`src/rtl/mdio_mgmt_arbiter_if.sv`:
```
// rtl/mdio_mgmt_arbiter_if.sv - requester-side bus of the MDIO management arbiter
interface mdio_mgmt_arbiter_if #(
    parameter int NREQ = 2
);
    logic [NREQ-1:0]      req;
    logic [NREQ-1:0]      req_wr;
    logic [5*NREQ-1:0]    req_phy;
    logic [5*NREQ-1:0]    req_reg;
    logic [16*NREQ-1:0]   req_wdata;
    logic [NREQ-1:0]      done;
    logic [15:0]          rdata;
    logic                 rd_err;
    logic                 busy;

    modport master (
        output req, req_wr, req_phy, req_reg, req_wdata,
        input  done, rdata, rd_err, busy
    );

    modport slave (
        input  req, req_wr, req_phy, req_reg, req_wdata,
        output done, rdata, rd_err, busy
    );
endinterface

```
`src/rtl/mdio_mgmt_arbiter.sv`:
```
// rtl/mdio_mgmt_arbiter.sv - round-robin shared Clause-22 MDIO management master
module mdio_mgmt_arbiter #(
    parameter int NREQ    = 2,
    parameter int MDC_DIV = 4,
    parameter int PRE_LEN = 32
) (
    input  logic               clk,
    input  logic               rst,
    mdio_mgmt_arbiter_if.slave bus,
    output logic               mdc,
    output logic               mdio_o,
    output logic               mdio_oe,
    input  logic               mdio_i
);
    localparam int IW = (NREQ > 1) ? $clog2(NREQ) : 1;
    localparam int DW = (MDC_DIV > 1) ? $clog2(MDC_DIV) : 1;

    typedef enum logic [3:0] {
        IDLE, PRE, ST, OP, PHYAD, REGAD, TA, DATA, DONE
    } state_t;

    state_t          state, nxt_state;
    logic [IW-1:0]   ptr, gnt;
    logic            op_wr;
    logic [31:0]     tx_sr;     // ST..DATA bits, MSB goes out next
    logic [15:0]     rx_sr;
    logic            err_flag;
    logic [4:0]      fcnt, nxt_fcnt;  // bits left in the current field after this one
    logic [DW-1:0]   div_cnt;
    logic            launch;    // first preamble bit goes out the clk after grant

    logic            found;
    logic [IW-1:0]   gidx, cand;
    logic            g_wr;
    logic [4:0]      g_phy, g_reg;
    logic [15:0]     g_wd;

    // Round-robin search upward from ptr+1 and pick out the winner's request fields
    always_comb begin
        found = 1'b0;
        gidx  = ptr;
        cand  = '0;
        for (int k = 1; k <= NREQ; k++) begin
            cand = IW'((int'(ptr) + k) % NREQ);
            if (!found && bus.req[cand]) begin
                found = 1'b1;
                gidx  = cand;
            end
        end
        g_wr  = bus.req_wr[gidx];
        g_phy = bus.req_phy[5*gidx +: 5];
        g_reg = bus.req_reg[5*gidx +: 5];
        g_wd  = bus.req_wdata[16*gidx +: 16];
    end

    // Field sequencing: which field the next bit belongs to
    always_comb begin
        nxt_state = state;
        nxt_fcnt  = fcnt - 5'd1;
        if (fcnt == 5'd0) begin
            case (state)
                PRE:     begin nxt_state = ST;    nxt_fcnt = 5'd1;  end
                ST:      begin nxt_state = OP;    nxt_fcnt = 5'd1;  end
                OP:      begin nxt_state = PHYAD; nxt_fcnt = 5'd4;  end
                PHYAD:   begin nxt_state = REGAD; nxt_fcnt = 5'd4;  end
                REGAD:   begin nxt_state = TA;    nxt_fcnt = 5'd1;  end
                TA:      begin nxt_state = DATA;  nxt_fcnt = 5'd15; end
                DATA:    begin nxt_state = DONE;  nxt_fcnt = 5'd0;  end
                default: begin nxt_state = state; nxt_fcnt = 5'd0;  end
            endcase
        end
    end

    // Grant, MDC divider, frame serializer and read capture
    always_ff @(posedge clk or posedge rst) begin
        if (rst) begin
            state      <= IDLE;
            ptr        <= IW'(NREQ - 1);
            gnt        <= '0;
            op_wr      <= 1'b0;
            tx_sr      <= '0;
            rx_sr      <= '0;
            err_flag   <= 1'b0;
            fcnt       <= '0;
            div_cnt    <= '0;
            launch     <= 1'b0;
            mdc        <= 1'b0;
            mdio_o     <= 1'b1;
            mdio_oe    <= 1'b0;
            bus.done   <= '0;
            bus.rdata  <= '0;
            bus.rd_err <= 1'b0;
            bus.busy   <= 1'b0;
        end else begin
            case (state)
                IDLE: begin
                    if (found) begin
                        ptr      <= gidx;
                        gnt      <= gidx;
                        op_wr    <= g_wr;
                        // Read frames park mdio_o high while the PHY owns the line
                        tx_sr    <= g_wr ? {4'b0101, g_phy, g_reg, 2'b10, g_wd}
                                         : {4'b0110, g_phy, g_reg, 18'h3FFFF};
                        err_flag <= 1'b0;
                        fcnt     <= 5'(PRE_LEN - 1);
                        launch   <= 1'b1;
                        bus.busy <= 1'b1;
                        state    <= PRE;
                    end
                end
                DONE: begin
                    bus.done <= '0;
                    bus.busy <= 1'b0;
                    state    <= IDLE;
                end
                default: begin
                    if (launch) begin
                        launch  <= 1'b0;
                        div_cnt <= '0;
                        mdio_o  <= 1'b1;
                        mdio_oe <= 1'b1;
                    end else if (div_cnt == DW'(MDC_DIV - 1)) begin
                        div_cnt <= '0;
                        mdc     <= ~mdc;
                        if (!mdc) begin
                            // Rising MDC: sample the PHY only where it owns the line
                            if (!op_wr && state == TA && fcnt == 5'd0)
                                err_flag <= mdio_i;
                            if (!op_wr && state == DATA)
                                rx_sr <= {rx_sr[14:0], mdio_i};
                        end else begin
                            // Falling MDC: current bit ends, launch the next one
                            state <= nxt_state;
                            fcnt  <= nxt_fcnt;
                            if (nxt_state == DONE) begin
                                mdio_o  <= 1'b1;
                                mdio_oe <= 1'b0;
                                for (int i = 0; i < NREQ; i++)
                                    bus.done[i] <= (gnt == IW'(i));
                                if (op_wr) begin
                                    bus.rd_err <= 1'b0;
                                end else begin
                                    bus.rdata  <= rx_sr;
                                    bus.rd_err <= err_flag;
                                end
                            end else if (nxt_state == PRE) begin
                                mdio_o  <= 1'b1;
                                mdio_oe <= 1'b1;
                            end else begin
                                mdio_o  <= tx_sr[31];
                                tx_sr   <= {tx_sr[30:0], 1'b1};
                                mdio_oe <= op_wr || !(nxt_state == TA || nxt_state == DATA);
                            end
                        end
                    end else begin
                        div_cnt <= div_cnt + 1'b1;
                    end
                end
            endcase
        end
    end
endmodule

```
`src/flat_wrapper.sv`:
```
// flat-port wrapper written by rule: the top's interface ports become plain ports
module mdio_mgmt_arbiter_flat 
#(
    parameter int NREQ    = 2,
    parameter int MDC_DIV = 4,
    parameter int PRE_LEN = 32
)
  (clk, rst, mdc, mdio_o, mdio_oe, mdio_i, bus_req, bus_req_wr, bus_req_phy, bus_req_reg, bus_req_wdata, bus_done, bus_rdata, bus_rd_err, bus_busy);
  mdio_mgmt_arbiter_if #(.NREQ(NREQ)) bus_i ();
  input  logic clk;
  input  logic rst;
  output logic mdc;
  output logic mdio_o;
  output logic mdio_oe;
  input  logic mdio_i;
  input wire logic [$bits(bus_i.req)-1:0] bus_req;
  input wire logic [$bits(bus_i.req_wr)-1:0] bus_req_wr;
  input wire logic [$bits(bus_i.req_phy)-1:0] bus_req_phy;
  input wire logic [$bits(bus_i.req_reg)-1:0] bus_req_reg;
  input wire logic [$bits(bus_i.req_wdata)-1:0] bus_req_wdata;
  output wire logic [$bits(bus_i.done)-1:0] bus_done;
  output wire logic [$bits(bus_i.rdata)-1:0] bus_rdata;
  output wire logic [$bits(bus_i.rd_err)-1:0] bus_rd_err;
  output wire logic [$bits(bus_i.busy)-1:0] bus_busy;
  assign bus_i.req = bus_req;
  assign bus_i.req_wr = bus_req_wr;
  assign bus_i.req_phy = bus_req_phy;
  assign bus_i.req_reg = bus_req_reg;
  assign bus_i.req_wdata = bus_req_wdata;
  assign bus_done = bus_i.done;
  assign bus_rdata = bus_i.rdata;
  assign bus_rd_err = bus_i.rd_err;
  assign bus_busy = bus_i.busy;
  mdio_mgmt_arbiter #(.NREQ(NREQ), .MDC_DIV(MDC_DIV), .PRE_LEN(PRE_LEN)) u_core (.clk(clk), .rst(rst), .bus(bus_i), .mdc(mdc), .mdio_o(mdio_o), .mdio_oe(mdio_oe), .mdio_i(mdio_i));
endmodule
```
`config.mk`:
```
export PLATFORM = sky130hd
export DESIGN_NAME = mdio_mgmt_arbiter_flat
export DESIGN_NICKNAME = d
export VERILOG_FILES = /design/src/rtl/mdio_mgmt_arbiter_if.sv /design/src/rtl/mdio_mgmt_arbiter.sv /design/src/flat_wrapper.sv
export SDC_FILE = /design/constraint.sdc
export NUM_CORES = 1
export LEC_CHECK = 0
export BUFFER_PORTS_ARGS = -buffer_cell sky130_fd_sc_hd__buf_4
export CAP_MARGIN = 10
export CORE_UTILIZATION = 56
export DETAILED_ROUTE_END_ITERATION = 7
export PLACE_DENSITY_LB_ADDON = 0.2
export SYNTH_ARGS = -nofsm -noshare
export SYNTH_HDL_FRONTEND = slang
export SYNTH_SLANG_ARGS = --single-unit
```
`constraint.sdc`:
```
create_clock -name clk -period 3.5 [get_ports clk]
set_input_delay 0.7 -clock clk [delete_from_list [all_inputs] [get_ports clk]]
set_output_delay 0.7 -clock clk [all_outputs]
set_load 0.02 [all_outputs]
```
; Word-level counts from Yosys, hierarchy flattened
; Cells that the tools add are included.
[word_totals]
input_bits = 59
register_bits = 87
[classes]
n_bitwise = 7
reduce_logical = 38
n_mux = 59
add_sub_neg = 4
shift = 3
order_cmp = 3
n_mul = 1
n_eq_ne = 20
[ops]
columns = op, n
row1 = $mux 32, 6
row2 = $pmux 32 s2, 1
row3 = $shiftx 32x6->16, 1
row4 = $mux 30, 1
row5 = $pmux 4 s7, 1
row6 = $mux 1, 27
row7 = $mux 5, 5
row8 = $eq 4x3->1 const B, 6
row9 = $mux 4, 5
row10 = $reduce_and 5->1, 4
row11 = $shiftx 10x5->5, 2
row12 = $reduce_bool 2->1, 9
row13 = $mux 2, 6
row14 = $pmux 4 s3, 1
row15 = $reduce_and 6->1, 2
row16 = $ne 2x2->1 const B, 5
row17 = $pmux 5 s2, 1
row18 = $eq 4x1->1 const B, 2
row19 = $eq 4x2->1 const B, 2
row20 = $eq 4x4->1 const B, 2
row21 = $pmux 4 s2, 1
row22 = $not 1->1, 7
row23 = $reduce_and 7->1, 1
row24 = $lt 1x2->1 const B, 3
row25 = 20 further kinds, 34

; Longest topological paths before layout
[logic_depth]
depth_word = 12
depth_mapped = 8

; Worst setup path after synthesis
; No wires, ideal clock.
[synth_path]
kind = reg-to-reg
startpoint = register u_core.fcnt[0]
endpoint = register u_core.bus.rdata[2]
slack_ns = 1.320
arrival_ns = 2.055
required_ns = 3.375
path_buffers = 2
synth_period_minus_slack_ns = 2.180
path_stages_with_launch = 8
cell_sequence = dfrtp_1 inv_1 ha_1 or4b_1 buf_2 nor4_4 buf_6 mux2_2
[synth_via]
elab_chain_cells = 4
[synth_lines]
columns = item, line
row1 = from (decl), mdio_mgmt_arbiter.sv:28  ; logic [4:0] fcnt, nxt_fcnt;
row2 = from (signal assigned), mdio_mgmt_arbiter.sv:105  ; fcnt <= 5'(PRE_LEN - 1);
row3 = from (signal assigned), mdio_mgmt_arbiter.sv:134  ; fcnt <= nxt_fcnt;
row4 = $logic_not 5->1, mdio_mgmt_arbiter.sv:60  ; if (fcnt == 5'd0) begin
row5 = $mux 4, mdio_mgmt_arbiter.sv:60
row6 = $eq 4x4->1, mdio_mgmt_arbiter.sv:135  ; if (nxt_state == DONE) begin
row7 = $reduce_and 6->1 (no source line), --
row8 = to (signal assigned), mdio_mgmt_arbiter.sv:143  ; bus.rdata <= rx_sr;
row9 = to (decl), mdio_mgmt_arbiter_if.sv:22  ; output done, rdata, rd_err, busy
; No other way between the ends.
; A chain may end at the register's enable or synchronous reset.

; Worst setup path after layout
[layout_path]
startpoint = register u_core.state[0]
endpoint = register u_core.tx_sr[24]
[layout_via]
elab_chain_cells = 6
[layout_lines]
columns = item, line
row1 = from (decl), mdio_mgmt_arbiter.sv:22  ; state_t state, nxt_state;
row2 = from (signal assigned), mdio_mgmt_arbiter.sv:133  ; state <= nxt_state;
row3 = $eq 4x3->1 (tied with other cells), mdio_mgmt_arbiter.sv:61  ; case (state)
row4 = $pmux 4 s7, mdio_mgmt_arbiter.sv:61
row5 = $mux 4, mdio_mgmt_arbiter.sv:60
row6 = $eq 4x4->1 / $eq 4x1->1 (equally long branches), "mdio_mgmt_arbiter.sv:135, mdio_mgmt_arbiter.sv:146"
row7 = $ne 2x2->1 (no source line), --
row8 = $reduce_and 7->1 (no source line), --
row9 = to (signal assigned), mdio_mgmt_arbiter.sv:102  ; tx_sr <= g_wr ? {4'b0101, g_phy, g_reg, 2'b10, g_wd}
row10 = to (signal assigned), mdio_mgmt_arbiter.sv:151  ; tx_sr <= {tx_sr[30:0], 1'b1};
row11 = to (decl), mdio_mgmt_arbiter.sv:25  ; logic [31:0] tx_sr;
; Several ways; a longest one is shown, not always the timed one.

==> results_dict.tcl <==
set metrics [dict create \
    min_period_over_period 0.805 \
    r2r_end "u_core.tx_sr[24]$_DFFE_PP0P_" \
    io_pins 82 \
    drtAntennaViolNets 0 \
    rr_startpoint "u_core.state[0]$_DFFE_PP0P_" \
    grtUsageTotal 0.245 \
    hold_violations 0 \
    die-area_sq_um 8500 \
    nets 566 \
    ff2ff_path_depth 5 \
    slew_headroom 0.381 \
    regArea_sq_um 2180 \
    grt_pass1_vias 3565 \
    cts_buffers 9 \
    dp_hpwl_microns 6720 \
    final.min_clock_period_ns 2.82 \
    path_clk_slew_ns 0.10 \
    cts_hold_buf 0 \
    clockBufferDepth 2 \
    synth_edf_count 0 \
    ys_seq_area_frac 0.478 \
    synth_top_area_cell "dfrtp_1" \
    postCtsSetupRepairBufs 0 \
    cts.htree.levels 3 \
    status "finished, final reports clean" \
    fmax_mhz 355 \
    coreArea_sq_um 7810 \
    drt_iter0_markers 223 \
    multi_input_area_sq_um 2190 \
    startpoint_type "register" \
    vias 3576 \
    syn_inst 434 \
    slowest_delay_ns 0.54 \
    async_flop_share 1.00 \
    crit_path_end_kind "register" \
    routed_wl_microns 9750 \
    cts_tree "done" \
    final_cells 611 \
    seqPwrFrac 0.416 \
    internal-power_uw 2160 \
    start_util 0.583 \
    die_y_microns 92.2 \
    syn_nets 496 \
    viasPerCell 5.85 \
    fin_worst_skew_ns 0.0165 \
    ys_warn_count 0 \
    dp.cells 595 \
    antenna_cells 0 \
    syn_area_per_cell_sq_um 10.5 \
    critical_path.max_fanout 39 \
    firstDrtPassIters 4 \
    insertion_delay_ns 0.36 \
    cts-root-buf "clkbuf_8" \
    synth.lib_cells_used.distinct 49 \
    cp.arrival_ns 3.06 \
    synth_seq_cells 87 \
    wl_per_cell_microns 16.0 \
    drc 0 \
    clkPwrFrac 0.206 \
    path_cells "or4_1, buf_4, o22ai_2, nand4_4, mux2_1" \
    syn_area_sq_um 4560 \
    grt-ovfl-total 0 \
    clock-sinks 87 \
    p_leak_uw 0.00248 \
    ctsResizeCount 0 \
    place.gp.congestion 0.887 \
    grt_max_degree 48 \
    peakVddDrop_v 0.000334 \
    rsz0062_at_grt "false" \
    slew_violations 0 \
    comb_power_share 0.378 \
    grt_pass1_wl_microns 16400 \
    ys.flop_type "dfrtp_1" \
    power.density_nw_per_um2 635 \
    fin_tns_setup_ns 0 \
    maxCapViolCount 0 \
    synth_top_area_share 0.467 \
    switching_share 0.375 \
    port_buffers 81 \
    critPathTopFamily "simple AND/OR/NAND/NOR gates" \
    num-fill-cells 617 \
    layout-drive-gt1-share 0.344 \
    critical_path_class "register to register" \
    tightestPinTransition_ns 0.921 \
    switchingPower_uw 1300 \
    antenna_found_initial 0 \
    reg2reg_slack_ns 0.68 \
    setup_viol 0 \
    worstPathRequired_ns 3.75 \
    die_x_microns 92.2 \
    placementRows 32 \
    syn2layout_area_growth_pct 19.6 \
    critPathSlowestCell "or4_1" \
    hp-class "input pin to asynchronous set/reset pin" \
    worst-path-buf-inv 1 \
    final_core_util 0.698 \
    synthTopCellsByArea "dfrtp_1 (47%), mux2_2 (14%), nor4b_1 (3.1%)" \
]
-- per-layer routing --
metal	global-route usage	routed length [microns]
met1	0.337	4410
met4	0.100	106
met5	0	0
met3	0.0365	581
met2	0.390	4640
-- metrics by stage --
stage / total power [uW] / instance area [sq um] / setup WS [ns] / hold WS, ns
6_report: 3460 / 5450 / 0.681 / 0.437
3_3_place_gp: 2700 / 5240 / 0.784 / 0.468
4_1_cts: 3480 / 5450 / 0.690 / 0.457
2_1_floorplan: 2440 / 4560 / 0.553 / 0.448
3_5_place_dp: 2760 / 5240 / 0.703 / 0.482
5_1_grt: 3690 / 5450 / 0.549 / 0.497
-- how the worst max path moves through the flow --
| stage | from | to | slack [ns] | depth (start not counted) |
|---|---|---|---|---|
| 2_1_floorplan | rst | u_core.bus.busy$_DFFE_PP0P_ | 0.55 | 1 |
| 3_3_place_gp | u_core.state[1]$_DFFE_PP0P_ | u_core.tx_sr[28]$_DFFE_PP0P_ | 0.78 | 5 |
| 3_5_place_dp | u_core.state[1]$_DFFE_PP0P_ | u_core.tx_sr[24]$_DFFE_PP0P_ | 0.70 | 5 |
| 4_1_cts | u_core.state[0]$_DFFE_PP0P_ | u_core.tx_sr[24]$_DFFE_PP0P_ | 0.69 | 5 |
| 5_1_grt | u_core.state[1]$_DFFE_PP0P_ | u_core.tx_sr[28]$_DFFE_PP0P_ | 0.55 | 5 |
| 6_report | u_core.state[0]$_DFFE_PP0P_ | u_core.tx_sr[24]$_DFFE_PP0P_ | 0.68 | 5 |
-- cell families after synthesis --
group,Yosys count,share of synthesized area
muxes,67,0.164
buffers and inverters,43,0.0431
DFF,87,0.478
adders and majority gates,3,0.00824
xor gates and xnor gates,4,0.00769
AOI/OAI and AO/OA,97,0.132
and+or+nand+nor,133,0.166
-- cell usage in the layout (no fill, tap or decap), types with 2 or more instances in the layout --
| cell type | Yosys | routed |
|---|---|---|
| nand3b_1 | 3 | 3 |
| nand3_1 | 12 | 12 |
| clkinv_8 | 0 | 3 |
| nand2_1 | 29 | 29 |
| mux2i_1 | 6 | 6 |
| or2_2 | 2 | 2 |
| and2_1 | 2 | 2 |
| o21ai_0 | 24 | 24 |
| mux2_1 | 6 | 6 |
| o31ai_1 | 16 | 16 |
| xor2_1 | 3 | 3 |
| buf_4 | 0 | 91 |
| or3_1 | 2 | 2 |
| dfrtp_1 | 85 | 85 |
| a21o_1 | 3 | 3 |
| nor2_1 | 26 | 26 |
| a21oi_1 | 24 | 24 |
| inv_1 | 10 | 9 |
| nor4b_1 | 16 | 16 |
| a211oi_1 | 3 | 3 |
| ha_1 | 3 | 3 |
| inv_6 | 0 | 2 |
| nor3_1 | 7 | 7 |
| dfstp_2 | 2 | 2 |
| and3_1 | 2 | 2 |
| nor2b_2 | 0 | 2 |
| a31oi_1 | 16 | 16 |
| clkbuf_8 | 0 | 9 |
| mux2_2 | 55 | 55 |
| nand2b_1 | 21 | 21 |
-- worst register-to-register path: stages (launching register included) --
cell	delay [ns]
dfrtp_1	0.52
or4_1	0.54
buf_4	0.26
o22ai_2	0.31
nand4_4	0.54
mux2_1	0.53
-- state kept, by name, indices dropped and copies added (netlist names), 2 cells and up --
| register | cells |
|---|---|
| u_core.rx_sr | 16 |
| u_core.bus.rdata | 16 |
| u_core.state | 4 |
| u_core.tx_sr | 32 |
| u_core.div_cnt | 2 |
| u_core.fcnt | 5 |
| u_core.bus.done | 2 |
-- power by group through the flow --
stage / clock network (uW) / registers [uW] / logic, uW
after floorplan: 0 / 1400 / 1040
after global placement: 0 / 1440 / 1260
after detailed placement: 0 / 1450 / 1310
after CTS: 729 / 1440 / 1310
after global routing: 754 / 1470 / 1470
final: 712 / 1440 / 1310
-- synth_stat cells, types with 3 or more instances --
| cell type | count |
|---|---|
| a211oi_1 | 3 |
| dfrtp_1 | 85 |
| o21ai_0 | 24 |
| nand2b_1 | 21 |
| xor2_1 | 3 |
| o31ai_1 | 16 |
| clkbuf_1 | 25 |
| mux2i_1 | 6 |
| nor2b_1 | 3 |
| a31oi_1 | 16 |
| mux2_2 | 55 |
| inv_1 | 10 |
| nand2_1 | 29 |
| a21oi_1 | 24 |
| nand3b_1 | 3 |
| nor2_1 | 26 |
| ha_1 | 3 |
| a21o_1 | 3 |
| nor3_1 | 7 |
| nand3_1 | 12 |
| buf_6 | 4 |
| buf_2 | 4 |
| mux2_1 | 6 |
| nor4b_1 | 16 |
-- layout make-up --
cell class,instances,share of cell area
Timing Repair Buffer,92,0.129
Sequential cell,87,0.400
Clock buffer,9,0.0227
Tap cell,102,0.0234
Multi-Input combinational cell,304,0.402
Inverter,10,0.00712
Clock inverter,7,0.0158
(Power assumes the default switching activity.)
